File: config.mk
export PLATFORM = sky130hd
export DESIGN_NAME = facto_job_sched
export DESIGN_NICKNAME = d
export VERILOG_FILES = /design/src/rtl/facto_job_sched.sv
export SDC_FILE = /design/constraint.sdc
export NUM_CORES = 1
export LEC_CHECK = 0
export CORE_MARGIN = 8
export CORE_UTILIZATION = 62
export CTS_BUF_LIST = sky130_fd_sc_hd__clkbuf_16
export CTS_CLUSTER_SIZE = 28
export DETAILED_ROUTE_END_ITERATION = 8
export HOLD_SLACK_MARGIN = 0.12
export PLACE_DENSITY = 0.82
export SLEW_MARGIN = 20
export SYNTH_ARGS = -nofsm -noshare
export SYNTH_HDL_FRONTEND = slang
export SYNTH_SLANG_ARGS = --single-unit
File: constraint.sdc
create_clock -name clk -period 11.9 [get_ports clk]
set_input_delay 2.38 -clock clk [delete_from_list [all_inputs] [get_ports clk]]
set_output_delay 2.38 -clock clk [all_outputs]
set_load 0.05 [all_outputs]
File: src/rtl/facto_job_sched.sv
// rtl/facto_job_sched.sv - queued factorial job sequencer driving one FactoCore slave port (optional FACTO_TIMEOUT_EN)
module facto_job_sched #(
    parameter int JOB_DEPTH      = 4,
    parameter int RES_DEPTH      = 4,
    parameter int TIMEOUT_CYCLES = 4096
) (
    input  logic        clk,
    input  logic        reset_n,
    input  logic        job_valid,
    output logic        job_ready,
    input  logic [63:0] job_operand,
    output logic        res_valid,
    input  logic        res_ready,
    output logic [63:0] res_operand,
    output logic [63:0] res_hi,
    output logic [63:0] res_lo,
    output logic        res_err,
    output logic        m_sel,
    output logic        m_wr,
    output logic [15:0] m_addr,
    output logic [63:0] m_wdata,
    input  logic [63:0] m_rdata,
    input  logic        core_int,
    output logic        busy,
    output logic [15:0] jobs_done
);
    localparam int JAW   = $clog2(JOB_DEPTH);
    localparam int RAW   = $clog2(RES_DEPTH);
    localparam int RES_W = 193;

    localparam logic [15:0] A_START = 16'h7000;
    localparam logic [15:0] A_CLEAR = 16'h7008;
    localparam logic [15:0] A_INTEN = 16'h7018;
    localparam logic [15:0] A_OPER  = 16'h7020;
    localparam logic [15:0] A_RESH  = 16'h7028;
    localparam logic [15:0] A_RESL  = 16'h7030;

    typedef enum logic [3:0] {
        IDLE, CLR1, CLR0, OPR, INTEN, START, WAIT_INT, RDH, RDL, PUSH
    } state_t;

    state_t state, next_state;

    logic [63:0]      job_mem [JOB_DEPTH];
    logic [JAW:0]     job_wr_ptr, job_rd_ptr;
    logic             job_empty, job_full, job_push, job_pop;

    logic [RES_W-1:0] res_mem [RES_DEPTH];
    logic [RAW:0]     res_wr_ptr, res_rd_ptr;
    logic             res_empty, res_full, res_push, res_pop;
    logic [RES_W-1:0] res_head;

    logic [63:0]      op_reg, hi_reg, lo_reg;
    logic             err_reg;
    logic             timeout_hit;

    logic             nxt_sel, nxt_wr;
    logic [15:0]      nxt_addr;
    logic [63:0]      nxt_wdata;

    // Job FIFO flags: the extra pointer MSB separates full from empty
    assign job_empty = (job_wr_ptr == job_rd_ptr);
    assign job_full  = (job_wr_ptr[JAW] != job_rd_ptr[JAW]) &&
                       (job_wr_ptr[JAW-1:0] == job_rd_ptr[JAW-1:0]);
    assign job_ready = !job_full;
    assign job_push  = job_valid && !job_full;
    assign job_pop   = (state == IDLE) && !job_empty;

    // Result FIFO flags; a push on full is accepted only when the head leaves in the same cycle
    assign res_empty = (res_wr_ptr == res_rd_ptr);
    assign res_full  = (res_wr_ptr[RAW] != res_rd_ptr[RAW]) &&
                       (res_wr_ptr[RAW-1:0] == res_rd_ptr[RAW-1:0]);
    assign res_pop   = res_ready && !res_empty;
    assign res_push  = (state == PUSH) && (!res_full || res_pop);

    assign res_valid   = !res_empty;
    assign res_head    = res_mem[res_rd_ptr[RAW-1:0]];
    assign res_operand = res_head[192:129];
    assign res_hi      = res_head[128:65];
    assign res_lo      = res_head[64:1];
    assign res_err     = res_head[0];

    assign busy = (state != IDLE);

`ifdef FACTO_TIMEOUT_EN
    logic [31:0] wait_cnt;

    // Wait counter: restarts on entry to WAIT_INT, advances each cycle spent waiting
    always_ff @(posedge clk or negedge reset_n) begin
        if (!reset_n)
            wait_cnt <= '0;
        else if (state == START)
            wait_cnt <= '0;
        else if (state == WAIT_INT)
            wait_cnt <= wait_cnt + 32'd1;
    end

    assign timeout_hit = (state == WAIT_INT) && !core_int &&
                         (wait_cnt == 32'(TIMEOUT_CYCLES - 1));
`else
    logic unused_timeout;
    assign unused_timeout = (TIMEOUT_CYCLES != 0);
    assign timeout_hit    = 1'b0;
`endif

    // Job FIFO storage write
    always_ff @(posedge clk) begin
        if (job_push)
            job_mem[job_wr_ptr[JAW-1:0]] <= job_operand;
    end

    // Job FIFO pointers
    always_ff @(posedge clk or negedge reset_n) begin
        if (!reset_n) begin
            job_wr_ptr <= '0;
            job_rd_ptr <= '0;
        end else begin
            if (job_push)
                job_wr_ptr <= job_wr_ptr + 1'b1;
            if (job_pop)
                job_rd_ptr <= job_rd_ptr + 1'b1;
        end
    end

    // Result FIFO storage write
    always_ff @(posedge clk) begin
        if (res_push)
            res_mem[res_wr_ptr[RAW-1:0]] <= {op_reg, hi_reg, lo_reg, err_reg};
    end

    // Result FIFO pointers and completed-job counter
    always_ff @(posedge clk or negedge reset_n) begin
        if (!reset_n) begin
            res_wr_ptr <= '0;
            res_rd_ptr <= '0;
            jobs_done  <= '0;
        end else begin
            if (res_push) begin
                res_wr_ptr <= res_wr_ptr + 1'b1;
                jobs_done  <= jobs_done + 16'd1;
            end
            if (res_pop)
                res_rd_ptr <= res_rd_ptr + 1'b1;
        end
    end

    // State register
    always_ff @(posedge clk or negedge reset_n) begin
        if (!reset_n)
            state <= IDLE;
        else
            state <= next_state;
    end

    // Next state, and the bus cycle belonging to the state being entered
    always_comb begin
        next_state = state;
        nxt_sel    = 1'b0;
        nxt_wr     = 1'b0;
        nxt_addr   = 16'h0000;
        nxt_wdata  = 64'd0;
        case (state)
            IDLE:     if (!job_empty) next_state = CLR1;
            CLR1:     next_state = CLR0;
            CLR0:     next_state = OPR;
            OPR:      next_state = INTEN;
            INTEN:    next_state = START;
            START:    next_state = WAIT_INT;
            WAIT_INT: begin
                if (core_int)
                    next_state = RDH;
                else if (timeout_hit)
                    next_state = PUSH;
            end
            RDH:      next_state = RDL;
            RDL:      next_state = PUSH;
            PUSH:     if (res_push) next_state = IDLE;
            default:  next_state = IDLE;
        endcase
        case (next_state)
            CLR1:  begin nxt_sel = 1'b1; nxt_wr = 1'b1; nxt_addr = A_CLEAR; nxt_wdata = 64'd1;  end
            CLR0:  begin nxt_sel = 1'b1; nxt_wr = 1'b1; nxt_addr = A_CLEAR; nxt_wdata = 64'd0;  end
            OPR:   begin nxt_sel = 1'b1; nxt_wr = 1'b1; nxt_addr = A_OPER;  nxt_wdata = op_reg; end
            INTEN: begin nxt_sel = 1'b1; nxt_wr = 1'b1; nxt_addr = A_INTEN; nxt_wdata = 64'd1;  end
            START: begin nxt_sel = 1'b1; nxt_wr = 1'b1; nxt_addr = A_START; nxt_wdata = 64'd1;  end
            RDH:   begin nxt_sel = 1'b1; nxt_addr = A_RESH; end
            RDL:   begin nxt_sel = 1'b1; nxt_addr = A_RESL; end
            default: ;
        endcase
    end

    // Registered bus outputs so every transfer lines up with its state
    always_ff @(posedge clk or negedge reset_n) begin
        if (!reset_n) begin
            m_sel   <= 1'b0;
            m_wr    <= 1'b0;
            m_addr  <= 16'h0000;
            m_wdata <= 64'd0;
        end else begin
            m_sel   <= nxt_sel;
            m_wr    <= nxt_wr;
            m_addr  <= nxt_addr;
            m_wdata <= nxt_wdata;
        end
    end

    // Job datapath: operand load, read-data capture at the end of each read cycle, abort values
    always_ff @(posedge clk or negedge reset_n) begin
        if (!reset_n) begin
            op_reg  <= 64'd0;
            hi_reg  <= 64'd0;
            lo_reg  <= 64'd0;
            err_reg <= 1'b0;
        end else begin
            if (job_pop) begin
                op_reg  <= job_mem[job_rd_ptr[JAW-1:0]];
                hi_reg  <= 64'd0;
                lo_reg  <= 64'd0;
                err_reg <= 1'b0;
            end
            if (state == RDH)
                hi_reg <= m_rdata;
            if (state == RDL)
                lo_reg <= m_rdata;
            if (timeout_hit) begin
                hi_reg  <= 64'd0;
                lo_reg  <= 64'd0;
                err_reg <= 1'b1;
            end
        end
    end

endmodule

# After elaboration in Yosys (flattened, before gate mapping)
# Memories as Yosys holds them, arrays and structs flattened. A register that Yosys moved wholly into a read port is not among the register bits.
# Index checks and enable logic that the tools add are counted.
dict set report word_totals {
  output_inout_bits 294
  ram_bits 1024
  input_bits 133
  n_memories 2
  register_bits 242
}
# memory words word_bits rd rd_clocked_by_memory_dff wr line
set memory_table {}
lappend memory_table {res_mem 4 192 1 0 1 48} ;# logic [RES_W-1:0] res_mem [RES_DEPTH];
lappend memory_table {job_mem 4 64 1 1 1 44} ;# logic [63:0] job_mem [JOB_DEPTH];
dict set report op_classes {
  n_reduce_logical 20
  eq_ne 22
  add_sub_neg 5
  n_mux 15
}
# cell count
set op_table {}
lappend op_table {{$mux W64} 3}
lappend op_table {{$pmux W64 S2} 1}
lappend op_table {{$pmux W15 S6} 1}
lappend op_table {{$pmux W4 S10} 1}
lappend op_table {{$eq A4 B3 Y1 const B} 7}
lappend op_table {{$add A16 B1 Y16 const B} 1}
lappend op_table {{$eq A4 B2 Y1 const B} 4}
lappend op_table {{$add A3 B1 Y3 const B} 4}
lappend op_table {{$eq A4 B4 Y1 const B} 3}
lappend op_table {{$mux W4} 3}
lappend op_table {{$eq A4 B1 Y1 const B} 2}
lappend op_table {{$reduce_or A7 Y1} 1}
lappend op_table {{$eq A3 B3 Y1} 2}
lappend op_table {{$logic_and A1 B1 Y1} 6}
lappend op_table {{$mux W1} 6}
lappend op_table {{$logic_not A1 Y1} 5}
lappend op_table {{$reduce_or A5 Y1} 1}
lappend op_table {{$eq A2 B2 Y1} 2}
lappend op_table {{$logic_not A4 Y1} 1}
lappend op_table {{$reduce_bool A2 Y1} 2}
lappend op_table {{$reduce_bool A4 Y1} 1}
lappend op_table {{$reduce_or A3 Y1} 1}
lappend op_table {{$ne A1 B1 Y1} 2}
lappend op_table {{$reduce_or A2 Y1} 1}
lappend op_table {{$logic_or A1 B1 Y1} 1}

# Logic depth before layout (Yosys ltp)
# Gate-level depths: netlist (run 1).
dict set report logic_depth {
  depth_word 10
  depth_mapped 8
}

# Worst setup path before layout (run 1)
# OpenSTA, ideal clock, no wires.
dict set report synth_timing {
  path_kind {input -> register}
  startpoint {input res_ready}
  endpoint {memory res_mem[3][0] (netlist bit), enable pin}
  slack_ps 4044
  arrival_ps 7279
  path_buffers 1
  cell_stages 3
  setup_time_ps 577
  cell_sequence {o41a_1 -> clkbuf_1 -> and2_1}
}
dict set report synth_via {
  elab_chain_len 5
}
# element line
set synth_lines {}
lappend synth_lines {{from (decl)} 13} ;# input logic res_ready,
lappend synth_lines {{$logic_and A1 B1 Y1} 73} ;# assign res_pop = res_ready && !res_empty;
lappend synth_lines {{$logic_or A1 B1 Y1} 74} ;# assign res_push = (state == PUSH) && (!res_full || res_pop);
lappend synth_lines {{$logic_and A1 B1 Y1} 74}
lappend synth_lines {{$mux W1} 127} ;# if (res_push)
lappend synth_lines {{$mux W1 (implied by the code)} 128} ;# res_mem[res_wr_ptr[RAW-1:0]] <= {op_reg, hi_reg, lo_reg, err_reg};
lappend synth_lines {{to (decl)} 48}
# No other way between the ends.

# Worst setup path in the final report (run 1)
dict set report layout_timing {
  startpoint {register res_rd_ptr[1]}
  endpoint {output res_hi[63]}
}
dict set report layout_via {
  elab_chain_len 1
}
# element line
set layout_lines {}
lappend layout_lines {{from (decl)} 49} ;# logic [RAW:0] res_wr_ptr, res_rd_ptr;
lappend layout_lines {{from (signal assigned)} 143} ;# res_rd_ptr <= res_rd_ptr + 1'b1;
lappend layout_lines {{$mem_v2 Z4 W192} --}
lappend layout_lines {{to (decl)} 15} ;# output logic [63:0] res_hi,
# No other way between the ends.

==> results of run 1 <==
-- worst max-delay path, cell delays in order (launching register included) --
cell             delay, ps
dfrtp_4                970
buf_4                  840
mux4_2                 380
clkdlybuf4s50_1        900
-- cells by family (layout without fill, tap and decap cells) --
logic type	after synthesis	after routing	share of synthesized area
AOI/OAI and AO/OA	143	143	0.0209
xor gates and xnor gates	31	31	0.00566
adders and majority gates	11	11	0.00287
buffers and inverters	133	680	0.0135
DFF	1318	1318	0.795
muxes	325	325	0.136
other	1	20	0.0000782
and+or+nand+nor	260	260	0.0259
-- stage by stage --
step,power (mW),cells,util
after floorplan,10.1,2232,-
after global placement,11.7,3584,0.690
after detailed placement,11.9,3585,0.691
after CTS,15.6,3815,0.740
after global routing,16.0,3825,0.742
final,15.5,3828,0.742
-- per-layer routing --
layer | GRT usage | share of wire | vias up
met4 | 0.0693 | 0.027 | 12
met5 | 0 | 0.00073 | -
met3 | 0.0709 | 0.093 | 205
met2 | 0.426 | 0.51 | 1209
met1 | 0.326 | 0.37 | 12500
li1 | - | - | 9757
-- cell usage in the layout (no fill, tap or decap), types with 3 or more instances in the layout --
cell | Yosys | layout
mux2_2 | 3 | 3
mux4_2 | 256 | 256
dfrtp_1 | 294 | 290
o21ai_0 | 69 | 69
diode_2 | 0 | 9
and3_1 | 8 | 3
edfxtp_1 | 1024 | 1024
clkinv_4 | 0 | 3
ha_1 | 11 | 11
conb_1 | 1 | 11
buf_12 | 1 | 3
clkinv_2 | 0 | 29
xor2_1 | 10 | 10
clkinv_1 | 0 | 28
dfrtp_4 | 0 | 4
nand3_1 | 11 | 11
nand2_1 | 144 | 143
xnor2_1 | 21 | 21
a21oi_1 | 3 | 3
a22o_1 | 65 | 65
and4_1 | 3 | 3
bufinv_16 | 0 | 8
clkinvlp_4 | 0 | 5
and2_4 | 1 | 5
clkbuf_16 | 0 | 122
clkdlybuf4s50_1 | 0 | 414
mux2_1 | 65 | 65
nor2_1 | 10 | 10
and3_4 | 0 | 4
clkinv_8 | 0 | 5
inv_1 | 7 | 36
buf_16 | 0 | 5
nor3_1 | 5 | 3
buf_4 | 13 | 19
and2_1 | 69 | 65
-- worst paths after layout --
kind | to
min in group asynchronous | lo_reg[21]$_DFFE_PN0P_
setup reg to reg | res_mem[1][0]$_DFFE_PP_
max in group asynchronous | jobs_done[4]$_DFFE_PN0P_
hold reg to reg | jobs_done[15]$_DFFE_PN0P_
hold / removal | jobs_done[15]$_DFFE_PN0P_
setup / recovery | res_hi[63]
-- where the power goes --
part	switching [mW]	internal [mW]	total, mW	leakage, nW
clock	1.67	2.04	3.71	1.98
sequential	0.709	5.96	6.67	13.2
combinational	3.19	1.94	5.13	4.78
total	5.58	9.94	15.5	20.0
-- cell type report --
class,count,share of cell area
multi-input cells,781,0.163
clock inverters,108,0.0132
flip-flops and latches,1318,0.668
repair buffers,443,0.0790
inverters,7,0.000460
well taps,1040,0.0228
diodes,9,0.000395
clock buffers,122,0.0535
==> results.sh, run 1 <==
export IMPL_status="finished clean"
export IMPL_grt_pass1_vias=25000
export IMPL_hold_path_class="flip-flop to flip-flop"
export IMPL_routabilityCongestion=0.766
export IMPL_ys_seq_elements=1318
export IMPL_async_reset_ff_frac=0.223
export IMPL_nNetsFinal=2815
export IMPL_synth_distinct_cells=42
export IMPL_rsz0062_at_grt="no"
export IMPL_drt_iter0_markers=2287
export IMPL_fill_cells=4077
export IMPL_synth_most_common_cell="edfxtp_1"
export IMPL_yosysTopAreaCellShare=0.641
export IMPL_layout_drive_gt1_share=0.173
export IMPL_max_freq_mhz=157
export IMPL_holdBufCountCts=0
export IMPL_initial_core_util=0.623
export IMPL_dr_pass1_iters=7
export IMPL_grt_overflow_total=0
export IMPL_yosys_most_used_dff="edfxtp_1"
export IMPL_cts_sinks=1318
export IMPL_multi_input_area_sq_mm=0.00929
export IMPL_setup_viol=0
export IMPL_r2r_start="res_rd_ptr[0]$_DFFE_PN0P_"
export IMPL_antenna_found_initial=15
export IMPL_cts_resized=0
export IMPL_seq_area_sq_mm=0.0381
export IMPL_start_kind="flip-flop"
export IMPL_grtUsageTotal=0.253
export IMPL_postLayoutCellArea_sq_mm=0.0571
export IMPL_synth_area_sq_mm=0.0480
export IMPL_grt_max_degree=129
export IMPL_criticalPathCategory="flip-flop to primary output"
export IMPL_cts_root_buf="clkbuf_16"
export IMPL_slew_violations=0
export IMPL_fin_ws_ps=5540
export IMPL_period_needed_ps=6360
export IMPL_io_buffers=415
export IMPL_ys_seq_area_frac=0.795
export IMPL_powerDensity_mw_per_mm2=272
export IMPL_dpl_hpwl_um=60600
export IMPL_largest_register_ffs=768
export IMPL_place_area_sq_mm=0.0531
export IMPL_netlist_instances=2222
export IMPL_crit_path_start="res_rd_ptr[1]$_DFFE_PN0P_"
export IMPL_routedWlPerCell_um=28.8
export IMPL_synth_common_cells="edfxtp_1, dfrtp_1, mux4_2, nand2_1, clkbuf_1"
export IMPL_fp_dieH_um=294
export IMPL_final_hold_viol_count=0
export IMPL_required_ps=9520
export IMPL_worstMarginPinSlew_ps=1110
export IMPL_htreeDepth=3
export IMPL_cts_reportedPaths_clkPinSlew_ps=70
export IMPL_irDropWorstVdd_mv=0.222
export IMPL_cts_buffer_depth=3
export IMPL_slew_headroom=0.257
export IMPL_routed_wl_um=110000
export IMPL_r2r_setup_slack_ps=6650
export IMPL_worstPathArrival_ps=3980
export IMPL_antenna_left=0
export IMPL_num_rows=102
export IMPL_cts_tree="done"
export IMPL_finClkSkew_ps=31.9
export IMPL_vias_per_cell=6.18
export IMPL_drc=0
export IMPL_core_area_sq_mm=0.0770
export IMPL_hold_depth=1
export IMPL_synth_area_leaders="edfxtp_1, dfrtp_1, mux4_2, mux2_1, a22o_1"
export IMPL_dp_slack_ps=5750
export IMPL_setup_tns_ps=0
export IMPL_vias=23700
export IMPL_grt_pass1_wl_um=163000
export IMPL_die_x_um=294
export IMPL_end_kind="primary output"
export IMPL_hold_slack_ps=471
export IMPL_cts_made_buffers=120
export IMPL_synth_yosys_warnings=0
export IMPL_cts_setup_buffers=0
export IMPL_finalCritPeriodShare=0.535
export IMPL_synth_edf_count=1024
export IMPL_clk_latency_ps=690
export IMPL_drv_cap=0
export IMPL_area_growth_pct=19.0
export IMPL_hp_start="jobs_done[15]$_DFFE_PN0P_"
export IMPL_synth_area_leader_cell="edfxtp_1"
export IMPL_io_pins=427
export IMPL_p_leak_nw=20.0
export IMPL_path_max_fanout=63
export IMPL_synth_avg_cell_area_sq_um=21.6
export IMPL_dieArea_sq_mm=0.0865
export IMPL_timing_reg2reg_worst_path_depth=6
Power figures use the tool's default switching activity.
==> run 2: changes to the inputs <==
--- a/config.mk
+++ b/config.mk
@@ -6,12 +6,12 @@
 export NUM_CORES = 1
 export LEC_CHECK = 0
 export CORE_MARGIN = 8
-export CORE_UTILIZATION = 62
+export CORE_UTILIZATION = 52
 export CTS_BUF_LIST = sky130_fd_sc_hd__clkbuf_16
 export CTS_CLUSTER_SIZE = 28
 export DETAILED_ROUTE_END_ITERATION = 8
 export HOLD_SLACK_MARGIN = 0.12
-export PLACE_DENSITY = 0.82
+export PLACE_DENSITY = 0.73
 export SLEW_MARGIN = 20
 export SYNTH_ARGS = -nofsm -noshare
 export SYNTH_HDL_FRONTEND = slang
==> constraint.sdc (replaced) <==
create_clock -name clk -period 5.6 [get_ports clk]
set_input_delay 1.12 -clock clk [delete_from_list [all_inputs] [get_ports clk]]
set_output_delay 1.12 -clock clk [all_outputs]
set_load 0.05 [all_outputs]
==> run 2 against run 1 <==
Hold slack lost 59 ps. Sequential share of layout area shrank 0.72 points. Critical path type unchanged. Critical endpoint is now res_operand[0]. Wire length shrank 2.1%.
==> results.sh, run 2 (synthesis results as in run 1) <==
export IMPL_criticalPathCategory="flip-flop to primary output"
export IMPL_cts_root_buf="clkbuf_16"
export IMPL_worstPathCellList="buf_4 -> mux4_2 -> clkdlybuf4s50_1"
export IMPL_io_buffers=415
export IMPL_powerDensity_mw_per_mm2=575
export IMPL_grt_overflow_total=0
export IMPL_nNetsFinal=2845
export IMPL_routabilityCongestion=0.772
export IMPL_drv_cap=0
export IMPL_r2r_setup_slack_ps=1920
export IMPL_cts_made_buffers=132
export IMPL_critPathSlowestCell="dfrtp_4"
export IMPL_routed_wl_um=108000
export IMPL_p_leak_nw=20.2
export IMPL_setup_tns_ps=0
export IMPL_setup_viol=0
export IMPL_htreeDepth=4
export IMPL_slew_headroom=0.269
export IMPL_antenna_left=0
export IMPL_antenna_found_initial=13
export IMPL_holdBufCountCts=0
export IMPL_rsz0062_at_grt="no"
export IMPL_vias_per_cell=5.81
export IMPL_io_pins=427
export IMPL_num_rows=111
export IMPL_slowest_delay_ps=1120
export IMPL_clk_latency_ps=710
export IMPL_max_freq_mhz=212
export IMPL_status="finished clean"
export IMPL_dpl_hpwl_um=63100
export IMPL_die_x_um=320
export IMPL_drt_iter0_markers=2179
export IMPL_irDropWorstVdd_mv=0.428
export IMPL_cts_buffer_depth=3
export IMPL_layout_drive_gt1_share=0.177
export IMPL_mostFrequentLayoutCell="edfxtp_1"
export IMPL_vias=23300
export IMPL_worstPathArrival_ps=3610
export IMPL_fp_dieH_um=320
export IMPL_cts_reportedPaths_clkPinSlew_ps=60
export IMPL_finClkSkew_ps=29.2
export IMPL_fin_util=0.630
export IMPL_grt_pass1_wl_um=162000
export IMPL_crit_path_start="res_rd_ptr[0]$_DFFE_PN0P_"
export IMPL_area_growth_pct=20.3
export IMPL_dr_pass1_iters=6
export IMPL_grt_pass1_vias=25100
export IMPL_cp_buffers_inverters=2
export IMPL_cts_setup_buffers=0
export IMPL_grt_max_degree=120
export IMPL_core_area_sq_mm=0.0915
export IMPL_cts_sinks=1318
export IMPL_largest_register_ffs=768
export IMPL_slew_violations=0
export IMPL_finalCritPeriodShare=0.844
export IMPL_cpLargestDelayFamily="buffers and inverters"
export IMPL_start_kind="flip-flop"
export IMPL_hold_path_class="input pin to async pin"
export IMPL_final_hold_viol_count=0
export IMPL_dieArea_sq_mm=0.102
export IMPL_r2r_start="res_rd_ptr[0]$_DFFE_PN0P_"
export IMPL_mostFrequentLayoutCells="edfxtp_1, clkdlybuf4s50_1, dfrtp_1"
export IMPL_grtUsageTotal=0.211
export IMPL_drc=0
export IMPL_period_needed_ps=4730
export IMPL_required_ps=4480
export IMPL_end_kind="primary output"
export IMPL_worstMarginPinSlew_ps=1100
export IMPL_initial_core_util=0.524
export IMPL_cts_tree="done"
export IMPL_routedWlPerCell_um=27.0
export IMPL_cts_resized=0
export IMPL_path_max_fanout=42
[run 2: through the flow]
step	total power [mW]	cell area, sq um	instances	worst slack (ps)	hold WS [ps]
floorplan	21.4	48000	2232	1150	461
global placement	25.1	53600	3748	1540	466
global route	34.5	57700	3998	657	425
CTS	33.6	57600	3992	719	399
detailed placement	25.4	53600	3750	1530	480
finish	33.2	57700	4003	874	412
[run 2: worst paths after layout]
| path | to | cells after the start |
|---|---|---|
| hold / removal | lo_reg[19]$_DFFE_PN0P_ | 1 |
| setup reg to reg | res_mem[1][12]$_DFFE_PP_ | 4 |
| max in group asynchronous | lo_reg[52]$_DFFE_PN0P_ | 2 |
| setup / recovery | res_operand[0] | 3 |
| hold reg to reg | res_wr_ptr[2]$_DFFE_PN0P_ | 1 |
| min in group clk | res_wr_ptr[2]$_DFFE_PN0P_ | 1 |
[run 2: layout make-up]
cell class	count	area [sq um]
well taps	1186	1480
clock buffers	136	3400
diodes	8	20.0
inverters	7	26.3
repair buffers	461	4770
flip-flops and latches	1318	38100
clock inverters	106	579
multi-input cells	781	9300
fillers	6062	33800
[run 2: power breakdown]
| group | switching [mW] | internal, mW |
|---|---|---|
| registers | 1.30 | 12.7 |
| clock network | 3.56 | 4.50 |
| logic | 6.92 | 4.25 |
| total | 11.8 | 21.4 |
[run 2: routing by layer]
metal | wire [um] | part of all wire | track usage | up-vias
li1 | - | - | - | 9847
met1 | 43000 | 0.40 | 0.276 | 12300
met2 | 54100 | 0.50 | 0.350 | 878
met3 | 8400 | 0.078 | 0.0557 | 174
met4 | 2390 | 0.022 | 0.0622 | 12
met5 | 82 | 0.00076 | 0 | -
